--- config.mk ---
export PLATFORM = sky130hd
export DESIGN_NAME = select_loader
export DESIGN_NICKNAME = d
export VERILOG_FILES = /design/src/rtl/select_loader_pkg.sv /design/src/rtl/select_loader_sync_edge.sv /design/src/rtl/select_loader.sv
export SDC_FILE = /design/constraint.sdc
export NUM_CORES = 1
export LEC_CHECK = 0
export CAP_MARGIN = 25
export CORE_MARGIN = 5
export CORE_UTILIZATION = 35
export CTS_CLUSTER_DIAMETER = 30
export CTS_CLUSTER_SIZE = 10
export DETAILED_ROUTE_END_ITERATION = 7
export MAX_ROUTING_LAYER = met4
export REMOVE_ABC_BUFFERS = 1
export SLEW_MARGIN = 10
export SYNTH_ARGS = -nofsm -noshare
export SYNTH_HDL_FRONTEND = slang
export SYNTH_SLANG_ARGS = --single-unit
--- constraint.sdc ---
create_clock -name clock -period 1.5 [get_ports clock]
set_clock_uncertainty 0.05 [all_clocks]
set_input_delay 0.45 -clock clock [delete_from_list [all_inputs] [get_ports clock]]
set_output_delay 0.45 -clock clock [all_outputs]
set_load 0.02 [all_outputs]
--- src/rtl/select_loader_pkg.sv ---
// Shared types and sizes for the design-select loader.
// The select width lives here so the frame struct and the top agree on it.
package select_loader_pkg;

   localparam int SEL_W      = 6;
   localparam int FRAME_BITS = SEL_W + 2;
   // Bit counter must reach FRAME_BITS+1 so over-long frames stay distinguishable.
   localparam int CNT_W      = $clog2(FRAME_BITS + 2);

   typedef struct packed {
      logic             sync_inputs;
      logic             hold_if_not_sel;
      logic [SEL_W-1:0] des_sel;
   } cfg_frame_t;

   typedef enum logic [1:0] {
      IDLE,
      SHIFT,
      COMMIT,
      RESET_HOLD
   } state_t;

endpackage

--- src/rtl/select_loader_sync_edge.sv ---
// Multi-flop synchronizer for an asynchronous pin plus registered rise/fall pulses.
// level is delayed to line up with rise/fall so decisions see one consistent sample.
module sync_edge #(
   parameter int STAGES = 2
) (
   input  logic clock,
   input  logic reset,
   input  logic din,
   output logic level,
   output logic rise,
   output logic fall
);

   logic [STAGES-1:0] chain;

   always_ff @(posedge clock or negedge reset) begin
      if (!reset) begin
         chain <= '0;
         level <= 1'b0;
         rise  <= 1'b0;
         fall  <= 1'b0;
      end else begin
         chain <= {chain[STAGES-2:0], din};
         level <= chain[STAGES-1];
         rise  <= chain[STAGES-1] & ~level;
         fall  <= ~chain[STAGES-1] & level;
      end
   end

endmodule

--- src/rtl/select_loader.sv ---
// Serial design-select loader: shifts in a frame, commits it atomically, then holds a reset pulse.
// Optional cfg_sdo readback of the committed config is enabled with SELECT_LOADER_READBACK_EN.
module select_loader
   import select_loader_pkg::*;
#(
   parameter int RST_CYCLES  = 8,
   parameter int SYNC_STAGES = 2
) (
   input  logic             clock,
   input  logic             reset,
   input  logic             cfg_sclk,
   input  logic             cfg_sdata,
   input  logic             cfg_load,
   output logic [SEL_W-1:0] des_sel,
   output logic             hold_if_not_sel,
   output logic             sync_inputs,
   output logic             des_reset_req,
   output logic             busy,
   output logic             frame_err
`ifdef SELECT_LOADER_READBACK_EN
   ,
   output logic             cfg_sdo
`endif
);

   localparam logic [7:0]       RST_LOAD    = 8'(RST_CYCLES);
   localparam logic [7:0]       RST_LOAD_M1 = 8'(RST_CYCLES - 1);
   localparam logic [CNT_W-1:0] CNT_FULL    = CNT_W'(FRAME_BITS);
   localparam logic [CNT_W-1:0] CNT_SAT     = CNT_W'(FRAME_BITS + 1);

   logic sclk_level, sclk_rise, sclk_fall;
   logic load_level, load_rise, load_fall;
   logic unused_sclk;

   sync_edge #(.STAGES(SYNC_STAGES)) u_sclk_sync (
      .clock (clock),
      .reset (reset),
      .din   (cfg_sclk),
      .level (sclk_level),
      .rise  (sclk_rise),
      .fall  (sclk_fall)
   );

   sync_edge #(.STAGES(SYNC_STAGES)) u_load_sync (
      .clock (clock),
      .reset (reset),
      .din   (cfg_load),
      .level (load_level),
      .rise  (load_rise),
      .fall  (load_fall)
   );

   assign unused_sclk = sclk_level ^ sclk_fall;

   // Data gets one extra flop so it lines up with the registered edge pulses.
   logic [SYNC_STAGES:0] sdata_q;
   logic                 sdata_s;

   always_ff @(posedge clock or negedge reset) begin
      if (!reset) sdata_q <= '0;
      else        sdata_q <= {sdata_q[SYNC_STAGES-1:0], cfg_sdata};
   end

   assign sdata_s = sdata_q[SYNC_STAGES];

   state_t                state;
   logic [FRAME_BITS-1:0] shreg;
   logic [CNT_W-1:0]      bit_cnt;
   logic [7:0]            rst_cnt;
   cfg_frame_t            cfg_q;

`ifdef SELECT_LOADER_READBACK_EN
   logic [FRAME_BITS-1:0] rb_q;
   logic [FRAME_BITS-1:0] cfg_bits;
   assign cfg_bits = cfg_q;
`endif

   assign des_sel         = cfg_q.des_sel;
   assign hold_if_not_sel = cfg_q.hold_if_not_sel;
   assign sync_inputs     = cfg_q.sync_inputs;

   always_ff @(posedge clock or negedge reset) begin
      if (!reset) begin
         state         <= RESET_HOLD;
         shreg         <= '0;
         bit_cnt       <= '0;
         rst_cnt       <= RST_LOAD;
         cfg_q         <= '0;
         des_reset_req <= 1'b1;
         busy          <= 1'b1;
         frame_err     <= 1'b0;
`ifdef SELECT_LOADER_READBACK_EN
         rb_q          <= '0;
         cfg_sdo       <= 1'b0;
`endif
      end else begin
         case (state)
            IDLE: begin
               if (load_rise) begin
                  shreg   <= '0;
                  bit_cnt <= '0;
                  state   <= SHIFT;
`ifdef SELECT_LOADER_READBACK_EN
                  cfg_sdo <= cfg_bits[FRAME_BITS-1];
                  rb_q    <= {cfg_bits[FRAME_BITS-2:0], 1'b0};
`endif
               end
            end
            SHIFT: begin
               // A load fall outranks an sclk rise seen in the same cycle.
               if (load_fall) begin
`ifdef SELECT_LOADER_READBACK_EN
                  cfg_sdo <= 1'b0;
`endif
                  if (bit_cnt == CNT_FULL) begin
                     cfg_q         <= cfg_frame_t'(shreg);
                     des_reset_req <= 1'b1;
                     busy          <= 1'b1;
                     frame_err     <= 1'b0;
                     state         <= COMMIT;
                  end else begin
                     frame_err <= 1'b1;
                     state     <= IDLE;
                  end
               end else if (sclk_rise && load_level) begin
                  shreg <= {shreg[FRAME_BITS-2:0], sdata_s};
                  if (bit_cnt != CNT_SAT) bit_cnt <= bit_cnt + 1'b1;
`ifdef SELECT_LOADER_READBACK_EN
                  cfg_sdo <= rb_q[FRAME_BITS-1];
                  rb_q    <= {rb_q[FRAME_BITS-2:0], 1'b0};
`endif
               end
            end
            COMMIT: begin
               // The COMMIT cycle is the first cycle of the reset pulse.
               if (RST_CYCLES == 1) begin
                  des_reset_req <= 1'b0;
                  busy          <= 1'b0;
                  state         <= IDLE;
               end else begin
                  rst_cnt <= RST_LOAD_M1;
                  state   <= RESET_HOLD;
               end
            end
            RESET_HOLD: begin
               if (rst_cnt <= 8'd1) begin
                  des_reset_req <= 1'b0;
                  busy          <= 1'b0;
                  state         <= IDLE;
               end else begin
                  rst_cnt <= rst_cnt - 1'b1;
               end
            end
            default: state <= IDLE;
         endcase
      end
   end

endmodule

==> results by group, run 1 <==
Power and ir drop
  – Pwr/cell area: 935 nW/um^2
  – Sum of internal, switching and leakage power: 2380 uW
  – VDD IR-drop max: 0.660 mV
  – Static Leak: 0.00119 uW

Logic synthesis
  – EDFF count, synth: 0
  – Primary flip-flop cell chosen by synthesis mapping: sky130_fd_sc_hd__dfrtp_1
  – Main combinational cell family by area after synthesis: simple AND/OR/NAND/NOR gates
  – Share of synthesized cell area in full adder, half adder and majority cells: 3.39%
  – Share of the synthesized area in compound gates (AO/OA/AOI/OAI): 13.0%
  – Simple-gate portion of the synthesized area: 14.0%
  – Fraction of synthesized area in multiplexers: 6.03%
  – Async set-reset flop share out of synthesis: 100%
  – Netlist area before placement: 1850 sq um
  – Part of the Yosys area used for sequential elements: 59.9%
  – YS warnings: 0
  – Post-synthesis register bit count: 44
  – Count of different cell masters after synthesis: 38
  – Post-Synthesis Cells: 155
  – Synth Area in XOR/XNOR: 0%
  – Synthesized area per cell: 11.9 sq um

Drt
  – Detailed router's first-iteration violation count: 21
  – TritonRoute pass-1 iters: 4
  – Avg WL per Cell: 13.8 um
  – Routed Wire Length: 3800 um
  – Routed Antenna Nets: 0
  – Via-to-Cell Ratio: 4.96
  – Total via count in the routed design: 1,370
  – Residual DRC: 0

Worst hold path
  – Class of the most critical hold timing path: input port to async pin

Die
  – Io pins: 16
  – Initial core utilization: 36.1%
  – Core Footprint: 5110 sq um
  – Die Span Y: 82.6 um
  – FP Rows: 26
  – Width of the die: 82.6 um
  – Die Footprint: 6830 sq um

Place
  – Number of buffers inserted by port buffering: 15
  – Number of placed instances with taps included: 261
  – Placer's final routability congestion estimate: 0.810
  – DP HPWL: 2520 um
  – Instance area after placement: 2260 sq um
  – Worst-case setup slack after placement: -161 ps

Worst setup path
  – Type of destination of the critical path: flop
  – Signal arrival time at the worst endpoint: 1850 ps
  – Crit Path Class: flop to flop
  – Worst setup path end: bit_cnt[3]
  – RR Endpoint: bit_cnt[3]
  – Reg-to-Reg Start: state[0]
  – Worst path required time: 1680 ps
  – Critical-path maximum fanout: 6
  – Launching element of the worst setup path: state[0]
  – Setup slack of the most critical reg-to-reg path: -170 ps
  – Count of cells along the worst register-to-register path: 5
  – Kind of launch point of the worst setup path: flop

Timing
  – Final Max Tran Viols: 0
  – Worst-case setup margin in the final layout: -171 ps
  – Final hold vios: 0
  – Post-route clock period utilization: 111%
  – Upper clock frequency limit: 598 MHz
  – Minimum clock period after layout: 1670 ps
  – Final setup violation count: 22
  – Transition time at the pin with the least slew margin: 375 ps
  – Setup TNS: -1790 ps
  – Worst-case headroom to the max-slew limit: 74.9%
  – RSZ-0062 raised after global routing: yes

Clocking
  – CTS H-tree lvls: 2
  – Hold-fix buffers at CTS: 0
  – Clock slew at reported path FFs: 90 ps
  – Clock root buffer: sky130_fd_sc_hd__clkbuf_8
  – Clock tree from TritonCTS: built
  – Clock latency on the worst-skew pair: 290 ps
  – Number of buffers added by the clock tree synthesis step: 5
  – Sink count of the clock tree: 44
  – Maximum count of clock buffers along a single path: 2

Status
  – Status: finished with violations
  – Violations in the final reports: negative setup slack

Global route
  – Overflow after GRT: 0
  – Grt met2 use: 22.0%
  – Number of antenna violations at the first check in global routing: 0
  – Via count of the first global-routing pass: 1,441
  – Largest net degree at the start of global routing: 45
  – Wire length of the first global-routing pass: 6630 um
  – Most heavily used metal layer in global routing: met2
  – All-Layer GR Usage: 13.0%
  – Met3 Resource Use GR: 3.25%
  – Global routing usage on met1: 15.7%

Finish
  – Synthesis-to-finish area growth: 38.1%
  – Final std cells w/o fill: 276
  – Most frequent cells in the layout: 40 x sky130_fd_sc_hd__dfrtp_1, 26 x sky130_fd_sc_hd__buf_4, 11 x sky130_fd_sc_hd__nand2_1, 10 x sky130_fd_sc_hd__buf_6, 9 x sky130_fd_sc_hd__a22o_1
  – Post-layout instance area: 2550 sq um
  – Most common cell after layout, fill and taps aside: sky130_fd_sc_hd__dfrtp_1
  – Fraction of final layout cells with drive strength greater than 1: 45.1%
  – Number of nets in the layout: 215
  – Antenna diode instance count: 0

Run
  – Max-cap viol count: 0
## Yosys cell counts, types with 2 or more instances
cell type,count,area (sq um)
sky130_fd_sc_hd__inv_1,7,26.3
sky130_fd_sc_hd__mux2_2,9,101
sky130_fd_sc_hd__o21ai_0,6,30.0
sky130_fd_sc_hd__nand2b_1,4,25.0
sky130_fd_sc_hd__nor3_1,2,10.0
sky130_fd_sc_hd__nand3_1,7,35.0
sky130_fd_sc_hd__o211ai_1,3,22.5
sky130_fd_sc_hd__clkbuf_1,3,11.3
sky130_fd_sc_hd__nor2_1,8,30.0
sky130_fd_sc_hd__nand2_1,13,48.8
sky130_fd_sc_hd__dfstp_2,4,105
sky130_fd_sc_hd__buf_2,2,10.0
sky130_fd_sc_hd__dfrtp_1,40,1000
sky130_fd_sc_hd__nor2b_1,7,43.8
sky130_fd_sc_hd__a22o_1,9,78.8
sky130_fd_sc_hd__ha_1,5,62.6
sky130_fd_sc_hd__o41ai_1,2,17.5
sky130_fd_sc_hd__a31oi_1,3,18.8
sky130_fd_sc_hd__a21oi_1,2,10.0
## cell type report
cell class,instances,area (sq um)
fillers,476,2560
flip-flops and latches,44,1110
multi-input cells,97,827
repair buffers,50,413
well taps,70,87.6
clock buffers,6,72.6
inverters,7,26.3
clock inverters,2,16.3
## state kept, by name, summed over array words and instances (netlist names), 2 cells and up, named ones only
signal and cells:
rst_cnt 8, u_load_sync.chain 2, u_sclk_sync.chain 2, shreg 8, sdata_q 3, bit_cnt 4
des_sel 6
## critical path: stages, from the launching register on
cell                       delay [ps]
sky130_fd_sc_hd__dfstp_2          590
sky130_fd_sc_hd__nand4b_1         120
sky130_fd_sc_hd__a21o_1           230
sky130_fd_sc_hd__buf_6            120
sky130_fd_sc_hd__or3_4            360
sky130_fd_sc_hd__a21oi_2          140
## stage by stage
stage               hold slack [ps]  utilization [%]
CTS                            81.7             48.5
detailed placement              286             44.3
finish                         67.5             49.9
global placement                283             44.3
global route                   86.6             49.9
floorplan                       104                -
## layer usage
| metal | wire [um] | vias up |
|---|---|---|
| li1 | - | 653 |
| met1 | 1610 | 691 |
| met2 | 2030 | 24 |
| met3 | 142 | 2 |
| met4 | 19 | 0 |
| met5 | 0 | - |
## timing repair
action / in CTS / in global routing
pin swaps: 9 / 15
endpoints found under the hold margin: 0 / 0
gates resized for setup: 52 / 31
setup buffers: 4 / 3
setup endpoints to repair: 39 / 39
## worst min path at each step
stage | cells past startpoint | slack, ps | to
after floorplan | 0 | 100 | bit_cnt[0]
after global placement | 0 | 280 | u_sclk_sync.chain[1]
after detailed placement | 0 | 290 | u_load_sync.chain[1]
after CTS | 2 | 80 | sync_inputs
after global routing | 2 | 90 | shreg[6]
final | 2 | 70 | rst_cnt[5]
## power by group
| part | switching [uW] | internal, uW | total [uW] |
|---|---|---|---|
| Combinational | 187 | 176 | 362 |
| Sequential | 41.9 | 1250 | 1290 |
| Clock | 401 | 331 | 732 |
## kinds of logic after synthesis
kind of cell | count (synthesis)
simple gates | 49
mux | 10
buf+inv | 14
fa+ha+maj | 5
compound gates | 33
flops | 44
Power figures use the tool's default switching activity.
==> inputs of run 2 (changes only) <==
Settings changed: GPL_TIMING_DRIVEN set to 0, PLACE_DENSITY set to 0.53, SYNTH_HIERARCHICAL set to 1.
==> results by group, run 2 <==
Timing
  – Final Max Tran Viols: 0
  – Hold slack final: 34.1 ps
  – RSZ-0062 raised after global routing: yes
  – Final hold vios: 0
  – Post-route clock period utilization: 112%
  – Transition time at the pin with the least slew margin: 431 ps
  – Setup TNS: -1200 ps
  – Worst-case headroom to the max-slew limit: 71.3%
  – Upper clock frequency limit: 593 MHz
  – Final setup violation count: 23
  – Worst-case setup margin in the final layout: -187 ps
  – Minimum clock period after layout: 1690 ps

Die
  – Io pins: 16
  – Die Footprint: 7010 sq um
  – Width of the die: 83.7 um
  – Core Footprint: 5200 sq um
  – Die Span Y: 83.7 um
  – FP Rows: 26
  – Initial core utilization: 36.5%

Global route
  – Most heavily used metal layer in global routing: met2
  – Number of antenna violations at the first check in global routing: 0
  – All-Layer GR Usage: 13.0%
  – Wire length of the first global-routing pass: 7090 um
  – Overflow after GRT: 0
  – Grt met2 use: 22.1%
  – Met3 Resource Use GR: 2.67%
  – Via count of the first global-routing pass: 1,427
  – Largest net degree at the start of global routing: 29
  – Global routing usage on met1: 15.4%

Worst setup path
  – Setup slack of the most critical reg-to-reg path: -190 ps
  – Worst path required time: 1640 ps
  – Type of destination of the critical path: flop
  – Kind of launch point of the worst setup path: flop
  – Crit Path Class: flop to flop
  – Critical-path maximum fanout: 3
  – Signal arrival time at the worst endpoint: 1820 ps
  – Reg-to-Reg Start: rst_cnt[1]
  – RR Endpoint: rst_cnt[7]
  – Count of cells along the worst register-to-register path: 4

Drt
  – Residual DRC: 0
  – Routed Wire Length: 4160 um
  – Avg WL per Cell: 16.0 um
  – Via-to-Cell Ratio: 5.22
  – Total via count in the routed design: 1,352
  – Detailed router's first-iteration violation count: 33
  – Routed Antenna Nets: 0
  – TritonRoute pass-1 iters: 4

Clocking
  – Maximum count of clock buffers along a single path: 2
  – Clock root buffer: sky130_fd_sc_hd__clkbuf_8
  – Clock latency on the worst-skew pair: 290 ps
  – Sink count of the clock tree: 44
  – Number of buffers added by the clock tree synthesis step: 5
  – Clock slew at reported path FFs: 80 ps
  – CTS H-tree lvls: 2
  – Clock tree from TritonCTS: built
  – Hold-fix buffers at CTS: 0

Logic synthesis
  – Netlist area before placement: 1900 sq um
  – YS warnings: 6
  – Post-Synthesis Cells: 148
  – Synthesized area per cell: 12.9 sq um

Status
  – Violations in the final reports: negative setup slack
  – Status: finished with violations

Run
  – Max-cap viol count: 0

Finish
  – Synthesis-to-finish area growth: 36.6%
  – Final Util: 49.9%
  – Number of nets in the layout: 198
  – Fraction of final layout cells with drive strength greater than 1: 49.2%
  – Most frequent cells in the layout: 38 x sky130_fd_sc_hd__dfrtp_1, 18 x sky130_fd_sc_hd__buf_4, 9 x sky130_fd_sc_hd__a22o_1, 9 x sky130_fd_sc_hd__clkbuf_2, 8 x sky130_fd_sc_hd__mux2_4
  – Antenna diode instance count: 0
  – Most common cell after layout, fill and taps aside: sky130_fd_sc_hd__dfrtp_1

Place
  – Number of buffers inserted by port buffering: 15
  – Placer's final routability congestion estimate: 0.816
  – DP HPWL: 2420 um

Power and ir drop
  – Static Leak: 0.00116 uW
  – VDD IR-drop max: 0.657 mV
  – Pwr/cell area: 862 nW/um^2

Worst hold path
  – Class of the most critical hold timing path: input port to async pin
==> run 2: per-layer routing <==
layer,up-vias,wire length (um)
met5,-,0
met3,5,124
met1,693,1800
met2,19,2170
met4,0,58
li1,635,-
==> run 2: critical path, stage by stage (launching register included) <==
cell and delay, ps:
sky130_fd_sc_hd__dfrtp_1 410, sky130_fd_sc_hd__buf_6 120, sky130_fd_sc_hd__or4_4 530, sky130_fd_sc_hd__o2111a_1 250
sky130_fd_sc_hd__a211o_1 220
==> run 2: how the worst max path moves through the flow <==
stage | start | to | slack [ps] | depth (start not counted)
6_report | rst_cnt[1] | rst_cnt[7] | -190 | 4
5_1_grt | rst_cnt[1] | rst_cnt[7] | -230 | 4
4_1_cts | rst_cnt[1] | rst_cnt[7] | -190 | 4
3_5_place_dp | state[0] | des_sel[3] | -420 | 3
3_3_place_gp | reset | des_sel[2] | -1210 | 1
2_1_floorplan | rst_cnt[0] | rst_cnt[5] | -170 | 5
==> run 2: cell type report <==
class                      instances  area (sq um)
inverter                           9          33.8
tap                               70          87.6
multi-input combinational         90           976
clock inverter                     2          12.5
timing repair buffer              38           303
sequential                        44          1110
clock buffer                       6          72.6
fill                             471          2610
==> run 2: what timing repair did <==
| action | 4_1_cts | 5_1_grt |
|---|---|---|
| setup endpoints to repair | 42 | 41 |
| resized for setup | 73 | 26 |
| buffers inserted | 22 | 0 |
| cloned | 1 | 0 |
| pin swaps | 22 | 4 |
==> run 2: per-stage QoR <==
step	total power, uW	setup WS [ps]	instances	instance area [sq um]
final	2240	-187	259	2600
after global placement	1410	-1210	227	2110
after detailed placement	1420	-418	228	2120
after floorplan	1350	-168	142	1870
after CTS	2240	-193	259	2580
after global routing	2340	-230	259	2600
==> run 2: report_power, final <==
group / total, uW / leakage, uW / switching (uW) / internal [uW]
clock: 723 / 0.0000412 / 398 / 326
combinational: 258 / 0.000549 / 119 / 139
sequential: 1260 / 0.000567 / 29.8 / 1230
